===== config.mk =====
export PLATFORM = sky130hd
export DESIGN_NAME = input_capture
export DESIGN_NICKNAME = d
export VERILOG_FILES = /design/src/rtl/input_capture.sv
export SDC_FILE = /design/constraint.sdc
export NUM_CORES = 1
export LEC_CHECK = 0
export CAP_MARGIN = 20
export CORE_ASPECT_RATIO = 0.75
export CORE_UTILIZATION = 45
export DETAILED_ROUTE_END_ITERATION = 12
export PLACE_DENSITY = 0.67
export SYNTH_ARGS = -nofsm -noshare
export SYNTH_HDL_FRONTEND = slang
export SYNTH_SLANG_ARGS = --single-unit
export TNS_END_PERCENT = 30

===== constraint.sdc =====
create_clock -name clk -period 1.75 [get_ports clk]
set_clock_uncertainty 0.1 [all_clocks]
set_input_delay 0.2625 -clock clk [delete_from_list [all_inputs] [get_ports clk]]
set_output_delay 0.2625 -clock clk [all_outputs]
set_load 0.005 [all_outputs]

===== src/rtl/input_capture.sv =====
// Player input front end: synchronises and debounces SW, captures one answer per round, times the reaction.
// Build option INPUT_CAPTURE_STRICT_RELEASE_EN: all switches must be released after round_start before a capture is allowed.
module input_capture #(
    parameter int DEBOUNCE_CYCLES = 16,
    parameter int TIME_W          = 8
) (
    input  logic              clk,
    input  logic              rst,
    input  logic [3:0]        SW,
    input  logic              round_start,
    input  logic              tick,
    output logic [3:0]        cap_input,
    output logic              cap_valid,
    output logic [TIME_W-1:0] reaction_time,
    output logic [1:0]        state
);

    typedef enum logic [1:0] {
        IDLE   = 2'd0,
        ARMED  = 2'd1,
        WAIT   = 2'd2,
        LOCKED = 2'd3
    } state_t;

    localparam logic [7:0] CNT_MAX = 8'(DEBOUNCE_CYCLES - 1);

    logic [3:0]        r_sync1;
    logic [3:0]        r_sync2;
    logic [3:0]        r_deb;
    logic [3:0][7:0]   r_cnt;
    state_t            r_state;
    logic [3:0]        r_cap;
    logic              r_valid;
    logic [TIME_W-1:0] r_rt;

    state_t            w_state_nxt;
    logic [3:0]        w_cap_nxt;
    logic              w_valid_nxt;
    logic [TIME_W-1:0] w_rt_nxt;
    logic [TIME_W-1:0] w_rt_inc;

    // Two-flop synchroniser for the asynchronous switch levels.
    always_ff @(posedge clk or posedge rst) begin
        if (rst) begin
            r_sync1 <= 4'b0000;
            r_sync2 <= 4'b0000;
        end else begin
            r_sync1 <= SW;
            r_sync2 <= r_sync1;
        end
    end

    // Per-bit debounce: flip only after a mismatch persists for DEBOUNCE_CYCLES cycles.
    always_ff @(posedge clk or posedge rst) begin
        if (rst) begin
            r_deb <= 4'b0000;
            r_cnt <= '0;
        end else begin
            for (int i = 0; i < 4; i++) begin
                if (r_sync2[i] == r_deb[i]) begin
                    r_cnt[i] <= 8'd0;
                end else if (r_cnt[i] == CNT_MAX) begin
                    r_deb[i] <= r_sync2[i];
                    r_cnt[i] <= 8'd0;
                end else begin
                    r_cnt[i] <= r_cnt[i] + 8'd1;
                end
            end
        end
    end

    assign w_rt_inc = (r_rt == {TIME_W{1'b1}}) ? r_rt : r_rt + TIME_W'(1);

    // Next-state and next-output logic; round_start overrides everything else.
    always_comb begin
        w_state_nxt = r_state;
        w_cap_nxt   = r_cap;
        w_valid_nxt = r_valid;
        w_rt_nxt    = r_rt;
        if (round_start) begin
`ifdef INPUT_CAPTURE_STRICT_RELEASE_EN
            w_state_nxt = ARMED;
`else
            w_state_nxt = WAIT;
`endif
            w_cap_nxt   = 4'b0000;
            w_valid_nxt = 1'b0;
            w_rt_nxt    = '0;
        end else begin
            case (r_state)
                IDLE: begin
                    w_state_nxt = IDLE;
                end
                ARMED: begin
`ifdef INPUT_CAPTURE_STRICT_RELEASE_EN
                    if (r_deb == 4'b0000) begin
                        w_state_nxt = WAIT;
                    end else begin
                        w_state_nxt = ARMED;
                    end
`else
                    w_state_nxt = WAIT;
`endif
                    if (tick) begin
                        w_rt_nxt = w_rt_inc;
                    end else begin
                        w_rt_nxt = r_rt;
                    end
                end
                WAIT: begin
                    // A tick landing on the capture cycle is deliberately not counted.
                    if (r_deb != 4'b0000) begin
                        w_state_nxt = LOCKED;
                        w_cap_nxt   = r_deb;
                        w_valid_nxt = 1'b1;
                    end else if (tick) begin
                        w_rt_nxt = w_rt_inc;
                    end else begin
                        w_rt_nxt = r_rt;
                    end
                end
                LOCKED: begin
                    w_state_nxt = LOCKED;
                end
                default: begin
                    w_state_nxt = IDLE;
                end
            endcase
        end
    end

    // State and registered outputs.
    always_ff @(posedge clk or posedge rst) begin
        if (rst) begin
            r_state <= IDLE;
            r_cap   <= 4'b0000;
            r_valid <= 1'b0;
            r_rt    <= '0;
        end else begin
            r_state <= w_state_nxt;
            r_cap   <= w_cap_nxt;
            r_valid <= w_valid_nxt;
            r_rt    <= w_rt_nxt;
        end
    end

    assign cap_input     = r_cap;
    assign cap_valid     = r_valid;
    assign reaction_time = r_rt;
    assign state         = r_state;

endmodule


# After elaboration in Yosys (flattened, before gate mapping)
# Cells that the tools add are included.
[classes]
n_addsub = 5
eq_ne = 14
muxes = 22
bitwise_logic = 4
reduce_logical = 11
[ops]
columns = ["operator", "n"]
rows = [
  ["$mux 8", 12],
  ["$add 8x1->8 const B", 5],
  ["$eq 8x4->1 const B", 4],
  ["$pmux 8 s2", 1],
  ["$mux 4", 3],
  ["$reduce_and 2->1", 6],
  ["$eq 8x8->1 const B", 1],
  ["$pmux 2 s4", 1],
  ["$ne 3x3->1 const B", 2],
  ["$eq 1x1->1", 4],
  ["$eq 2x2->1 const B", 2],
  ["$mux 2", 2],
  ["$not 1->1", 4],
  ["$reduce_bool 2->1", 2],
  ["$reduce_bool 4->1", 1],
  ["$mux 1", 3],
  ["$reduce_bool 3->1", 1],
  ["$eq 2x1->1 const B", 1],
  ["$logic_not 2->1", 1],
]
[word_totals]
register_bits = 59
input_bits = 8

# Depth between registers and ports, before layout
# Gate-level depths: netlist of run 1.
[depth]
depth_word = 6
mapped_depth = 5

# Least setup slack after synthesis of run 1
# Ideal clock, no wire load.
[synth_timing]
path_kind = "register -> register"
from = "register r_deb[3]"
to = "register r_rt[0], in the netlist reaction_time[0]"
setup_ns = 0.078
t_arrival_ns = 1.492
path_slack_ns = 0.079
stages_incl_launch_ff = 6
path_buffers = 1
synth_period_minus_slack_ns = 1.671
path_cell_list = "dfrtp_1 nor4_4 a31oi_2 buf_2 or3_1 a21oi_1"
[synth_via]
elab_chain_cells = 3
[synth_lines]
columns = ["item", "line_no", "source"]
rows = [
  ["start: declaration", "29", "logic [3:0] r_deb;"],
  ["start signal: indexed assignment", "63", "r_deb[i] <= r_sync2[i];"],
  ["$reduce_bool 4->1", "112", "if (r_deb != 4'b0000) begin"],
  ["$ne 3x3->1 (no source line)", "n/a", ""],
  ["$reduce_and 2->1 (no source line)", "n/a", ""],
  ["end signal: assignment", "143", "r_rt <= w_rt_nxt;"],
  ["end: declaration", "34", "logic [TIME_W-1:0] r_rt;"],
]
# Every way passes these cells.
# A chain may end at the register's enable or synchronous reset.

# Final worst setup path of run 1
[layout_timing]
from = "register r_deb[0]"
to = "register r_rt[4], in the netlist reaction_time[4]"
# Same word-level chain as after synthesis.

==> out/qor.tcl, run 1 <==
set qor(synth_area_per_cell_um2) 11.2
set qor(netlist_instances) 229
set qor(hp-class) {primary input to async pin}
set qor(cap_viol_max_count) 0
set qor(effective_utilization_at_floorplan_pct) 47.5
set qor(area_share_of_xor_xnor_cells_in_the_synthesized_design_pct) 10.9
set qor(synth_compound_area_share_pct) 3.94
set qor(achievable-frequency_mhz) 558
set qor(area_of_the_die_um2) 6020
set qor(tritoncts_num_sinks) 59
set qor(core_region_area_um2) 5410
set qor(cts-hold-fix-buffers) 0
set qor(outcome) {finished, violations left}
set qor(layout.cell_area.non_filler_um2) 3280
set qor(grt.overflow.total) 0
set qor(rsz_0062_raised_after_global_routing) {true}
set qor(std_cell_rows) 23
set qor(synth_top_family_by_area) {simple AND/OR/NAND/NOR gates}
set qor(violations) {negative setup slack}
set qor(clk_pin_slew_ns) 0.07
set qor(max-clock-path-buffers) 2
set qor(firstDrtPassIters) 4
set qor(power.leakage_nw) 1.49
set qor(detailed_route_via_count) 1797
set qor(setup_viol) 4
set qor(ant_nets) 0
set qor(detailedRoute.firstIterationViolations) 108
set qor(dp_hpwl_um) 3160
set qor(finalHoldWorstSlack_ns) 0.186
set qor(fin_nets) 290
set qor(insertion_delay_ns) 0.33
set qor(areaGrowthSynthToFinish_pct) 27.5
set qor(grt_first_pass_wirelength_um) 7940
set qor(synth_seq_cells) 59
set qor(cells_along_the_critical_path) {nor4_4 -> buf_4 -> a31oi_4 -> or4_1 -> a21oi_1}
set qor(ys_warn_count) 0
set qor(antennaDiodeCount) 0
set qor(synth-adder-area-share_pct) 2.43
set qor(detail_route.drc_violations) 0
set qor(post_route_cells_drive_above_1_share_pct) 16.0
set qor(report.final.hold_viol_count) 0
set qor(largest_incremental_delay_on_the_critical_path_ns) 0.48
set qor(postPlaceCellArea_um2) 2980
set qor(routedWlPerCell_um) 13.1
set qor(layout_setup_ws_ns) -0.0423
set qor(synth_seq_area_share_pct) 57.4
set qor(netlist_area_um2) 2570
set qor(number_of_buffers_created_by_cts) 9
set qor(worst-path-buf-inv) 1
set qor(vias_per_cell) 5.05
set qor(track_usage_pct) 18.1
set qor(cts_tree) {yes}
set qor(cp_top_family) {simple AND/OR/NAND/NOR gates}
set qor(first_global_vias) 1720
set qor(fin_util_pct) 60.6
set qor(cp-start-kind) {flop}
set qor(leading_cell_type_in_the_layout_fill_and_taps_excluded) {sky130_fd_sc_hd__dfrtp_1}
set qor(worst_ep_arrival_time_ns) 1.95
set qor(cp-end-kind) {flop}
set qor(htree_num_levels) 3
set qor(min_period_ns) 1.79
set qor(timing.critical_path.fanout_max) 6
set qor(die_h_um) 67.5
set qor(period_share_pct) 102
set qor(layout_common_cells) {sky130_fd_sc_hd__dfrtp_1, sky130_fd_sc_hd__nor2_1, sky130_fd_sc_hd__clkdlybuf4s50_1, sky130_fd_sc_hd__xor2_1, sky130_fd_sc_hd__nand2_1}
set qor(power-per-cell-area_nw_per_um2) 854
set qor(yosys.area_share.simple_pct) 20.6
set qor(synth.mux.area_fraction_pct) 3.75
set qor(critPathLaunch) {r_deb[0]$_DFFE_PP0P_}
set qor(max_slew.worst_pin.slew_ns) 0.438
set qor(dp_slack_ns) -0.257
set qor(synth_cell_types) 32
set qor(place.port_buffers) 22
set qor(required_ns) 1.91
set qor(grt_start_max_net_pins) 24
set qor(path_class) {flop to flop}
set qor(ir_drop_v) 0.000464
set qor(rr_startpoint) {r_deb[0]$_DFFE_PP0P_}
set qor(io_pins) 23
set qor(placer_congestion) 0.776
set qor(timing.slew.headroom_pct) 70.7
set qor(finalWirelength_um) 4680
set qor(cpMaxStageDelayCell) {sky130_fd_sc_hd__or4_1}
set qor(timing_max_transition_violations_final) 0
set qor(clock-root-buffer) {sky130_fd_sc_hd__clkbuf_8}
set qor(die_x_um) 89.3
set qor(syn_nets) 242
set qor(antenna_found_initial) 0
layout make-up:
type	count	area (um^2)
clock buffers	13	159
flip-flops and latches	59	1480
repair buffers	39	377
clock inverters	2	35.0
inverters	3	15.0
well taps	75	93.8
fillers	482	2130
multi-input cells	165	1120
synth_stat cells:
library cell | count | area [um^2]
sky130_fd_sc_hd__xnor2_1 | 12 | 105
sky130_fd_sc_hd__clkbuf_1 | 2 | 7.51
sky130_fd_sc_hd__dfrtp_1 | 59 | 1480
sky130_fd_sc_hd__o21bai_1 | 1 | 7.51
sky130_fd_sc_hd__xor2_1 | 20 | 175
sky130_fd_sc_hd__or4_1 | 3 | 22.5
sky130_fd_sc_hd__nor4_1 | 5 | 31.3
sky130_fd_sc_hd__or2b_1 | 1 | 7.51
sky130_fd_sc_hd__and2b_1 | 1 | 7.51
sky130_fd_sc_hd__nor2b_1 | 2 | 12.5
sky130_fd_sc_hd__a21oi_1 | 6 | 30.0
sky130_fd_sc_hd__ha_1 | 5 | 62.6
sky130_fd_sc_hd__nand3_1 | 8 | 40.0
sky130_fd_sc_hd__mux2i_1 | 4 | 40.0
sky130_fd_sc_hd__nand4_1 | 6 | 37.5
sky130_fd_sc_hd__nand2b_1 | 1 | 6.26
sky130_fd_sc_hd__buf_2 | 1 | 5.00
sky130_fd_sc_hd__or3_1 | 3 | 18.8
sky130_fd_sc_hd__nand2_1 | 16 | 60.1
sky130_fd_sc_hd__o31ai_1 | 3 | 22.5
sky130_fd_sc_hd__nor2_1 | 36 | 135
sky130_fd_sc_hd__a31oi_2 | 1 | 12.5
sky130_fd_sc_hd__nor4_4 | 1 | 21.3
sky130_fd_sc_hd__and2_1 | 9 | 56.3
sky130_fd_sc_hd__o311a_1 | 1 | 10.0
sky130_fd_sc_hd__inv_1 | 3 | 11.3
sky130_fd_sc_hd__mux2_2 | 5 | 56.3
sky130_fd_sc_hd__o21ai_0 | 2 | 10.0
sky130_fd_sc_hd__and3b_1 | 1 | 8.76
sky130_fd_sc_hd__or3b_2 | 1 | 8.76
sky130_fd_sc_hd__and3_1 | 9 | 56.3
sky130_fd_sc_hd__o41ai_1 | 1 | 8.76
path summary, 6_finish.rpt:
kind	to	cells past startpoint	slack, ns
setup / recovery	reaction_time[4]$_DFFE_PP0P_	5	-0.04
hold / removal	r_cnt[6]$_DFF_PP0_	2	0.19
setup reg to reg	reaction_time[4]$_DFFE_PP0P_	5	-0.04
hold reg to reg	r_sync2[0]$_DFF_PP0_	0	0.24
max in group asynchronous	r_cnt[16]$_DFF_PP0_	3	0.92
min in group clk	r_sync2[0]$_DFF_PP0_	0	0.24
layer usage:
layer / global-route usage, % / vias up / routed length (um)
met1: 23.7 / 875 / 2340
met2: 27.3 / 27 / 2080
met4: 8.93 / 0 / 82
met5: 0 / - / 0
li1: - / 887 / -
met3: 5.99 / 8 / 169
cells by family after synthesis:
group / Yosys count
AO/OA/AOI/OAI: 15
XOR/XNOR: 32
adder cells (fa/ha/maj): 5
buffers and inverters: 6
flip-flops: 59
multiplexers: 9
AND/OR/NAND/NOR: 103
sequential cells by signal, summed over array words and instances, names as in the netlist:
name / flops
r_sync2: 4
r_sync1: 4
reaction_time: 8
r_deb: 4
cap_valid: 1
cap_input: 4
r_cnt: 32
state: 2
what timing repair did:
action                     CTS  global route
cloned                       0             1
setup endpoints to repair    5             8
setup buffers                4             2
gates resized for setup      2             6
pin swaps                    1             5
per-stage QoR:
step / cells / power [mW] / TNS [ns]
global placement: 334 / 1.60 / -0.867
CTS: 353 / 2.84 / -0.257
detailed placement: 334 / 1.60 / -1.28
floorplan: 229 / 1.53 / 0
global route: 356 / 2.93 / -0.414
finish: 356 / 2.80 / -0.0674
power by group:
group | internal (mW) | switching, mW
clock network | 0.726 | 0.485
logic | 0.0782 | 0.0822
registers | 1.40 | 0.0279
total | 2.20 | 0.595
Note: power is estimated with default switching activity, not from simulation.
==> inputs of run 2 (changes only) <==
--- a/config.mk
+++ b/config.mk
@@ -9,6 +9,7 @@
 export CORE_ASPECT_RATIO = 0.75
 export CORE_UTILIZATION = 45
 export DETAILED_ROUTE_END_ITERATION = 12
+export HOLD_SLACK_MARGIN = 0.12
 export PLACE_DENSITY = 0.67
 export SYNTH_ARGS = -nofsm -noshare
 export SYNTH_HDL_FRONTEND = slang
==> results of run 2 <==
The final DEF is identical to that of run 1; final timing and power are the same.
